`config.mk`:
```
export PLATFORM = sky130hd
export DESIGN_NAME = fp_norm_round_pack
export DESIGN_NICKNAME = d
export VERILOG_FILES = /design/src/rtl/fp_norm_round_pack_pkg.sv /design/src/rtl/fp_norm_round_pack_rne_round.sv /design/src/rtl/fp_norm_round_pack.sv
export SDC_FILE = /design/constraint.sdc
export NUM_CORES = 1
export LEC_CHECK = 0
export ABC_AREA = 1
export CAP_MARGIN = 25
export CORE_ASPECT_RATIO = 0.5
export CORE_MARGIN = 2
export CORE_UTILIZATION = 30
export DETAILED_ROUTE_END_ITERATION = 8
export GPL_TIMING_DRIVEN = 1
export MAX_ROUTING_LAYER = met4
export PLACE_DENSITY_LB_ADDON = 0.25
export SYNTH_ARGS = -nofsm -noshare
export SYNTH_HDL_FRONTEND = slang
export SYNTH_SLANG_ARGS = --single-unit
```
`constraint.sdc`:
```
create_clock -name clk -period 2.3 [get_ports clk]
set_clock_uncertainty 0.15 [all_clocks]
set_input_delay 0.23 -clock clk [delete_from_list [all_inputs] [get_ports clk]]
set_output_delay 0.23 -clock clk [all_outputs]
set_load 0.03 [all_outputs]
```
`src/rtl/fp_norm_round_pack_pkg.sv`:
```
// Shared definitions for the FP adder back end: default widths, mantissa field
// positions inside {C, H, F, G, R, S} and the sequencer state encoding.
package fp_norm_round_pack_pkg;

  localparam int DEF_EXP_W = 8;
  localparam int DEF_MAN_W = 23;

  localparam int IDX_S  = 0;
  localparam int IDX_R  = 1;
  localparam int IDX_G  = 2;
  localparam int IDX_F0 = 3;

  typedef enum logic [2:0] {
    ST_IDLE,
    ST_CHECK,
    ST_SHIFT,
    ST_ROUND,
    ST_DONE
  } state_e;

  function automatic int idxH(input int manW);
    return manW + 3;
  endfunction

  function automatic int idxC(input int manW);
    return manW + 4;
  endfunction

endpackage

```
`src/rtl/fp_norm_round_pack_rne_round.sv`:
```
// Round-to-nearest-even on a normalized {H, F, G, R, S} significand.
// A wrap of {H,F} to zero (carry out) means the rounded value reached 2.0.
module rne_round
  import fp_norm_round_pack_pkg::*;
#(
  parameter int MAN_W = DEF_MAN_W
) (
  input  logic [MAN_W+3:0] i_mant,
  output logic [MAN_W:0]   o_sig,
  output logic             o_carry,
  output logic             o_inexact
);

  logic             w_inc;
  logic [MAN_W+1:0] w_sum;

  assign w_inc     = i_mant[IDX_G] & (i_mant[IDX_R] | i_mant[IDX_S] | i_mant[IDX_F0]);
  assign w_sum     = {1'b0, i_mant[MAN_W+3:IDX_F0]} + {{(MAN_W+1){1'b0}}, w_inc};
  assign o_sig     = w_sum[MAN_W:0];
  assign o_carry   = w_sum[MAN_W+1];
  assign o_inexact = i_mant[IDX_G] | i_mant[IDX_R] | i_mant[IDX_S];

endmodule

```
`src/rtl/fp_norm_round_pack.sv`:
```
// FP adder back end: normalizes the raw sum (right on carry-out, left one bit per
// cycle after cancellation), rounds to nearest-even and packs an IEEE-754 word.
module fp_norm_round_pack
  import fp_norm_round_pack_pkg::*;
#(
  parameter int EXP_W = DEF_EXP_W,
  parameter int MAN_W = DEF_MAN_W
) (
  input  logic                   clk,
  input  logic                   rst_n,
  input  logic                   in_valid,
  output logic                   in_ready,
  input  logic                   in_sign,
  input  logic [EXP_W-1:0]       in_exp,
  input  logic [MAN_W+4:0]       in_mant,
  output logic                   out_valid,
  input  logic                   out_ready,
  output logic [EXP_W+MAN_W:0]   out_data,
  output logic                   out_ovf,
  output logic                   out_unf,
  output logic                   out_inexact
);

  localparam int MW = MAN_W + 5;
  localparam int IH = idxH(MAN_W);
  localparam int IC = idxC(MAN_W);
  localparam logic [EXP_W:0] EXP_MAX = {1'b0, {EXP_W{1'b1}}};
  localparam logic [EXP_W:0] EXP_ONE = {{EXP_W{1'b0}}, 1'b1};

  state_e               r_state;
  logic                 r_sign;
  logic [EXP_W:0]       r_exp;
  logic [MW-1:0]        r_mant;
  logic                 r_inReady;
  logic                 r_outValid;
  logic [EXP_W+MAN_W:0] r_outData;
  logic                 r_ovf;
  logic                 r_unf;
  logic                 r_inexact;

  logic [MW-1:0]        w_mantRsh;
  logic [MW-1:0]        w_mantLsh;
  logic [EXP_W:0]       w_expInc;
  logic [EXP_W:0]       w_expDec;
  logic [MAN_W:0]       w_rndSig;
  logic                 w_rndCarry;
  logic                 w_rndInexact;
  logic [EXP_W:0]       w_rndExp;

  logic                 w_emit;
  logic [EXP_W+MAN_W:0] w_emitData;
  logic                 w_emitOvf;
  logic                 w_emitUnf;
  logic                 w_emitInexact;

  // Right shift folds the bits falling off R into the sticky; left shift keeps S sticky.
  assign w_mantRsh = {1'b0, r_mant[MW-1:2], r_mant[IDX_R] | r_mant[IDX_S]};
  assign w_mantLsh = {r_mant[MW-2:1], r_mant[IDX_S], r_mant[IDX_S]};
  assign w_expInc  = r_exp + EXP_ONE;
  assign w_expDec  = r_exp - EXP_ONE;

  rne_round #(
    .MAN_W (MAN_W)
  ) u_rne (
    .i_mant    (r_mant[IH:0]),
    .o_sig     (w_rndSig),
    .o_carry   (w_rndCarry),
    .o_inexact (w_rndInexact)
  );

  // A cleared hidden bit after rounding means the significand wrapped to 2.0.
  assign w_rndExp = w_rndSig[MAN_W] ? r_exp : w_expInc;

  always_comb begin
    w_emit        = 1'b0;
    w_emitData    = '0;
    w_emitOvf     = 1'b0;
    w_emitUnf     = 1'b0;
    w_emitInexact = 1'b0;
    case (r_state)
      ST_CHECK: begin
        if (r_exp == EXP_MAX) begin
          w_emit     = 1'b1;
          w_emitData = {r_sign, {EXP_W{1'b1}}, r_mant[IH-1:IDX_F0]};
        end else if (r_mant == '0) begin
          w_emit     = 1'b1;
          w_emitData = {r_sign, {(EXP_W+MAN_W){1'b0}}};
        end else if (r_exp == '0) begin
          w_emit     = 1'b1;
          w_emitData = {r_sign, {(EXP_W+MAN_W){1'b0}}};
          w_emitUnf  = 1'b1;
        end else if (r_mant[IC] && (w_expInc == EXP_MAX)) begin
          w_emit     = 1'b1;
          w_emitData = {r_sign, {EXP_W{1'b1}}, {MAN_W{1'b0}}};
          w_emitOvf  = 1'b1;
        end
      end
      ST_SHIFT: begin
        if (r_exp == EXP_ONE) begin
          w_emit     = 1'b1;
          w_emitData = {r_sign, {(EXP_W+MAN_W){1'b0}}};
          w_emitUnf  = 1'b1;
        end
      end
      ST_ROUND: begin
        w_emit        = 1'b1;
        w_emitInexact = w_rndInexact;
        if (w_rndCarry && (w_rndExp == EXP_MAX)) begin
          w_emitData = {r_sign, {EXP_W{1'b1}}, {MAN_W{1'b0}}};
          w_emitOvf  = 1'b1;
        end else begin
          w_emitData = {r_sign, w_rndExp[EXP_W-1:0], w_rndSig[MAN_W-1:0]};
        end
      end
      default: ;
    endcase
  end

  always_ff @(posedge clk or negedge rst_n) begin
    if (!rst_n) begin
      r_state    <= ST_IDLE;
      r_sign     <= 1'b0;
      r_exp      <= '0;
      r_mant     <= '0;
      r_inReady  <= 1'b1;
      r_outValid <= 1'b0;
      r_outData  <= '0;
      r_ovf      <= 1'b0;
      r_unf      <= 1'b0;
      r_inexact  <= 1'b0;
    end else if (w_emit) begin
      r_state    <= ST_DONE;
      r_outValid <= 1'b1;
      r_outData  <= w_emitData;
      r_ovf      <= w_emitOvf;
      r_unf      <= w_emitUnf;
      r_inexact  <= w_emitInexact;
    end else begin
      case (r_state)
        ST_IDLE: begin
          if (in_valid) begin
            r_sign    <= in_sign;
            r_exp     <= {1'b0, in_exp};
            r_mant    <= in_mant;
            r_inReady <= 1'b0;
            r_state   <= ST_CHECK;
          end
        end
        ST_CHECK: begin
          if (r_mant[IC]) begin
            r_mant  <= w_mantRsh;
            r_exp   <= w_expInc;
            r_state <= ST_ROUND;
          end else if (r_mant[IH]) begin
            r_state <= ST_ROUND;
          end else begin
            r_state <= ST_SHIFT;
          end
        end
        ST_SHIFT: begin
          r_mant <= w_mantLsh;
          r_exp  <= w_expDec;
          if (w_mantLsh[IH]) begin
            r_state <= ST_ROUND;
          end
        end
        ST_DONE: begin
          if (out_ready) begin
            r_outValid <= 1'b0;
            r_inReady  <= 1'b1;
            r_state    <= ST_IDLE;
          end
        end
        default: r_state <= ST_IDLE;
      endcase
    end
  end

  assign in_ready    = r_inReady;
  assign out_valid   = r_outValid;
  assign out_data    = r_outData;
  assign out_ovf     = r_ovf;
  assign out_unf     = r_unf;
  assign out_inexact = r_inexact;

endmodule

```
==> impl_metrics.json, run 1 <==
{
  "status": "finished, violations left",
  "violations": "negative setup slack",
  "drc_errors": 0,
  "ctsHtreeMaxLevel": 3,
  "ys_seq_area_share_pct": 38.24,
  "diodes": 0,
  "path_max_fanout": 14,
  "place_hpwl_mm": 12.02,
  "row_count": 33,
  "synth_flop_cell": "dfrtp_1",
  "max_stage_delay_ps": 410,
  "grt_max_degree": 44,
  "grt_util_all_layers_pct": 19.51,
  "drive_above_1_share_pct": 24.67,
  "clockPowerShare_pct": 14.2,
  "max_cap_violations": 0,
  "cts_buffer_depth": 2,
  "syn-num-nets": 733,
  "fin_nets": 869,
  "grt_pass1_wl_mm": 26.90,
  "crit_path_cell_trace": "ha_4, nand2_4, nor2_4, nand3_2, nor2_2, ha_1, nand4_1, nor3_2, nand4_1, nand2_1, nand2_2, nand2_4, inv_8, buf_12, nand2_1, o211ai_1",
  "die-height_um": 96.26,
  "detail-route-antenna-nets": 0,
  "dpl.cell_count": 1030,
  "power.share.switching_pct": 47.46,
  "drtIter0Drc": 419,
  "yosysWarnings": 0,
  "end_kind": "register",
  "routed_via_density": 4.966,
  "total_power_w": 0.01060,
  "switchingPower_w": 0.005028,
  "clock_sinks": 78,
  "yosysUniqueCellTypes": 44,
  "grt_pass1_vias": 5075,
  "tightest_slew_ps": 617.9,
  "rsz0062_at_grt": "yes",
  "async_flop_share_pct": 100.0,
  "tns_ps": -10140,
  "num_vias": 5234,
  "cts_tree": "done",
  "io_buffers": 77,
  "layout.cells.non_filler": 1054,
  "slowest_stage": "dfrtp_1",
  "die_area_mm2": 0.01815,
  "grt_overflow": 0,
  "gp_congestion": 0.8789,
  "fp.coreArea_mm2": 0.01652,
  "hold_viol": 0,
  "fmax_mhz": 405.4,
  "fin_area_mm2": 0.007177,
  "cts_root_buffer": "clkbuf_16",
  "clk_latency_ps": 340,
  "start_util_pct": 30.92,
  "dpl_cell_area_mm2": 0.006596,
  "max-vdd-ir-drop_mv": 0.7909,
  "fin_crit_ps": 2467,
  "synth_area_mm2": 0.005107,
  "relSlewSlack_pct": 58.81,
  "synth_seq_cells": 78,
  "ios": 78,
  "postSynthAreaPerCell_um2": 7.445,
  "p_per_area_mw_per_mm2": 1476,
  "worst_hold_slack_ps": 297.5,
  "required_ps": 2370,
  "syn2layout_area_growth_pct": 40.52,
  "combPwrFrac_pct": 62.6,
  "syn_inst": 686,
  "fp.dieW_um": 188.5,
  "finalSetupViolations": 77,
  "path_class": "register to register",
  "setup_ws_ps": -166.8,
  "antenna_found_initial": 0,
  "synth_top_area_cell": "dfrtp_1",
  "wire_per_inst_um": 15.74,
  "clk_transition_reported_paths_ps": 60,
  "synth_edf_count": 0,
  "dr.pass1.iters": 5,
  "arrival_ps": 2540,
  "holdCritPathClass": "primary input to asynchronous set/reset pin",
  "start_kind": "register",
  "synth_top_area_share_pct": 37.73,
  "synth_area_leaders": "dfrtp_1 (38%), nand2_1 (13%), inv_1 (4.7%)",
  "wl_mm": 16.59,
  "num-fill-cells": 1687,
  "p_int_w": 0.005567,
  "p_leak_nw": 3.333,
  "period_share_pct": 107.3,
  "maxSlewViolCount": 0,
  "seqPwrFrac_pct": 23.2,
  "cts_made_buffers": 9
}
## through the flow
step / util (%) / worst slack [ps]
after CTS: 42.83 / -164.7
after global routing: 43.45 / -314.4
final: 43.45 / -166.8
after floorplan: - / -132.2
after detailed placement: 39.94 / -247.5
after global placement: 39.94 / -201.5
## what timing repair did
| item | CTS | global route |
|---|---|---|
| cloned | 2 | 1 |
| pin swaps | 1 | 10 |
| resized for setup | 33 | 30 |
| hold buffers | 1 | 0 |
| hold endpoints to repair | 42 | 0 |
| setup endpoints to repair | 77 | 77 |
| setup buffers | 4 | 0 |
## cells in the final DEF (no fill, tap or decap), drive strengths merged
cell type      instances
ha                     6
xor2                  10
a21oi                 21
o2111ai                2
nor2                  74
nand3b                 2
a31oi                  2
clkdlybuf4s50         76
clkbuf                11
o22ai                  3
a221oi                27
a211oi                 2
inv                   68
a22oi                  1
dfstp                  1
clkinv                 6
a22o                   1
bufinv                 1
nand3                 66
clkinvlp               1
or2                    3
nand4                 12
buf                   83
o211ai                 4
nor4                   1
nand2                193
dlygate4sd3            1
dfrtp                 77
nor3                  15
o21ai                 56
mux2                   1
## layout make-up
type	instances	area [um2]	area share (%)
tap	227	284.0	3.957
sequential	78	1953	27.21
timing repair buffer	161	1520	21.18
clock buffer	10	239.0	3.330
inverter	70	270.3	3.766
multi-input combinational	502	2841	39.59
clock inverter	6	68.82	0.9589
## synth_stat cells, drive strengths merged, types with 12 or more instances
cell type	count
inv	67
a21oi	21
o21ai	56
nand4	12
nor3	15
a221oi	27
dfrtp	77
clkbuf	16
nand3	66
nor2	74
buf	20
nand2	193
## worst max-delay path, delay by kind of cell (launching register included)
| family | cells | cell delay (ps) |
|---|---|---|
| buffers and inverters | 2 | 230 |
| DFF | 1 | 410 |
| AOI/OAI and AO/OA | 1 | 70 |
| and+or+nand+nor | 11 | 1000 |
| adders and majority gates | 2 | 470 |
## final timing paths
check / start / end / slack, ps / cells after the start
worst max-delay path: r_exp[1]$_DFFE_PN0P_ / out_data[22]$_DFFE_PN0P_ / -170 / 16
worst min-delay path: rst_n / out_data[31]$_DFFE_PN0P_ / 300 / 2
worst max register to register: r_exp[1]$_DFFE_PN0P_ / out_data[22]$_DFFE_PN0P_ / -170 / 16
worst min register to register: in_ready$_DFFE_PN1P_ / in_ready$_DFFE_PN1P_ / 310 / 2
max in group asynchronous: rst_n / in_ready$_DFFE_PN1P_ / 1030 / 3
min in group clk: in_ready$_DFFE_PN1P_ / in_ready$_DFFE_PN1P_ / 310 / 2
## cells by family (layout without fill, tap and decap cells)
| group | count (synthesis) | count (layout) | share of synthesized area [%] |
|---|---|---|---|
| flip-flops | 78 | 78 | 38.24 |
| adder cells (fa/ha/maj) | 6 | 6 | 1.470 |
| AND/OR/NAND/NOR | 366 | 366 | 34.32 |
| AO/OA/AOI/OAI | 119 | 119 | 14.48 |
| buffers and inverters | 106 | 247 | 9.407 |
| XOR/XNOR | 10 | 10 | 1.862 |
| multiplexers | 1 | 1 | 0.2205 |
## registers in the layout (all words and copies together), names as in the netlist
| signal | flops |
|---|---|
| out_unf | 1 |
| r_exp | 9 |
| out_data | 32 |
| r_state | 3 |
| r_sign | 1 |
| out_inexact | 1 |
| out_ovf | 1 |
| in_ready | 1 |
| r_mant | 28 |
| out_valid | 1 |
## power by group through the flow
| stage | Combinational [W] | Clock [W] | Sequential (W) |
|---|---|---|---|
| 5_1_grt | 0.00730 | 0.00159 | 0.00253 |
| 2_1_floorplan | 0.00339 | 0 | 0.00295 |
| 3_5_place_dp | 0.00618 | 0 | 0.00244 |
| 4_1_cts | 0.00645 | 0.00153 | 0.00245 |
| 6_report | 0.00664 | 0.00150 | 0.00246 |
| 3_3_place_gp | 0.00616 | 0 | 0.00243 |
## routing by layer
layer,track usage (%),up-vias,wire (um)
li1,-,2568,-
met1,26.00,2526,8174
met2,31.46,125,7487
met3,3.463,15,771
met4,3.841,0,152
met5,-,-,0
No activity file was read; power rests on OpenSTA's default activity.
==> run 2: changes to the inputs <==
Settings changed: CORE_ASPECT_RATIO 0.5 to 1.4, CTS_CLUSTER_DIAMETER from default to 120.
==> impl_metrics.json, run 2 (synthesis results as in run 1) <==
{
  "place_hpwl_mm": 12.71,
  "clk_latency_ps": 340,
  "cts_root_buffer": "clkbuf_16",
  "path_max_fanout": 7,
  "wl_mm": 17.36,
  "start_kind": "register",
  "worst_hold_slack_ps": 216.9,
  "drc_errors": 0,
  "grt_util_all_layers_pct": 19.94,
  "p_per_area_mw_per_mm2": 1511,
  "tightest_slew_ps": 458.1,
  "die_area_mm2": 0.01810,
  "holdCritPathClass": "primary input to asynchronous set/reset pin",
  "gp_congestion": 0.8555,
  "p_leak_nw": 3.408,
  "num_vias": 5272,
  "fmax_mhz": 403.1,
  "cts_tree": "done",
  "diodes": 0,
  "cts_buffer_depth": 2,
  "cts_made_buffers": 9,
  "wire_per_inst_um": 16.65,
  "fp.dieW_um": 114.3,
  "die-height_um": 158.4,
  "grt_pass1_vias": 5344,
  "routed_via_density": 5.055,
  "layout_common_cells": "nand2_1 (154), buf_4 (83), dfrtp_1 (77)",
  "start_util_pct": 30.50,
  "grt_overflow": 0,
  "reg2regPathDepth": 16,
  "arrival_ps": 2560,
  "ios": 78,
  "clock_sinks": 78,
  "fin_area_mm2": 0.007274,
  "tns_ps": -8351,
  "ctsHtreeMaxLevel": 3,
  "max_cap_violations": 0,
  "dr.pass1.iters": 5,
  "fin_crit_ps": 2481,
  "drtIter0Drc": 292,
  "io_buffers": 77,
  "final_common_cell": "nand2_1",
  "path_class": "register to register",
  "fp.coreArea_mm2": 0.01675,
  "clk_transition_reported_paths_ps": 60,
  "period_share_pct": 107.9,
  "finalSetupViolations": 77,
  "antenna_found_initial": 0,
  "relSlewSlack_pct": 69.35,
  "max-vdd-ir-drop_mv": 0.7548,
  "end_kind": "register",
  "dpl_cell_area_mm2": 0.006659,
  "total_power_w": 0.01099,
  "setup_ws_ps": -180.8,
  "hold_viol": 0,
  "largest_register_ffs": 32,
  "violations": "negative setup slack",
  "maxSlewViolCount": 0,
  "required_ps": 2380,
  "detail-route-antenna-nets": 0,
  "grt_pass1_wl_mm": 27.53,
  "grt_max_degree": 49,
  "row_count": 56,
  "dpl.cell_count": 1015,
  "rsz0062_at_grt": "yes",
  "drive_above_1_share_pct": 24.64,
  "status": "finished, violations left",
  "fin_nets": 882,
  "syn2layout_area_growth_pct": 42.43,
  "layout.cells.non_filler": 1043
}
-- run 2: cell types whose count changed in the layout (fill, tap and decap cells not counted), moves of 2 or more --
cell and delta:
buf_4 +10, o21ai_0 -7, nand3_1 +6, nand3_2 -6, o21ai_1 +6, nand2_1 +5, nand2_2 -5, buf_12 +2
bufinv_16 +2
-- run 2: final timing paths --
kind / startpoint / slack (ps) / end
setup reg to reg: r_exp[1]$_DFFE_PN0P_ / -180 / out_data[21]$_DFFE_PN0P_
hold reg to reg: in_ready$_DFFE_PN1P_ / 320 / in_ready$_DFFE_PN1P_
min in group clk: in_ready$_DFFE_PN1P_ / 320 / in_ready$_DFFE_PN1P_
setup / recovery: r_exp[1]$_DFFE_PN0P_ / -180 / out_data[21]$_DFFE_PN0P_
max in group asynchronous: rst_n / 1140 / in_ready$_DFFE_PN1P_
hold / removal: rst_n / 220 / out_data[31]$_DFFE_PN0P_
-- run 2: power breakdown --
group          internal, W  switching (W)  leakage, nW  total [W]
logic              0.00282        0.00405         2.25    0.00687
registers          0.00201       0.000418        0.984    0.00243
clock network      0.00109       0.000602        0.172    0.00169
-- run 2: timing repair --
item                                    CTS  global route
endpoints found under the setup margin   77            77
hold buffers                              1             0
pin swaps                                 2             8
gates resized for setup                  32            22
endpoints found under the hold margin    30             0
gates cloned                              1             3
buffers inserted                          4             3
-- run 2: layout make-up --
type	count	area, um2
well taps	203	254.0
fillers	1642	9472
flip-flops and latches	78	1953
clock buffers	10	239.0
repair buffers	174	1657
clock inverters	6	108.9
inverters	70	267.8
multi-input cells	502	2795
-- run 2: worst max-delay path, stage by stage, from the launching register on --
cell	delay, ps
dfrtp_1	380
ha_2	200
nand2_2	70
nor2_2	40
nand3_1	80
nor2_1	60
ha_1	290
nand4_1	110
nor3_2	140
nand4_1	130
nand2_1	130
nand2_4	90
nand2_4	90
inv_6	80
clkbuf_16	180
nand2_1	80
nand3_2	70
-- run 2: per-layer routing --
metal  vias to the layer above  routed length [um]  global-route usage, %
met4                         0                 463                  7.375
met3                        31                 632                  2.322
met5                         -                   0                      -
met1                      2505                6986                  22.49
li1                       2598                   -                      -
met2                       138                9279                  36.14
-- run 2: stage by stage --
stage,worst slack [ps],utilization (%)
after floorplan,-132.2,-
after global placement,-178.8,39.76
after detailed placement,-200.1,39.76
after CTS,-165.9,42.59
after global routing,-274.9,43.44
final,-180.8,43.44
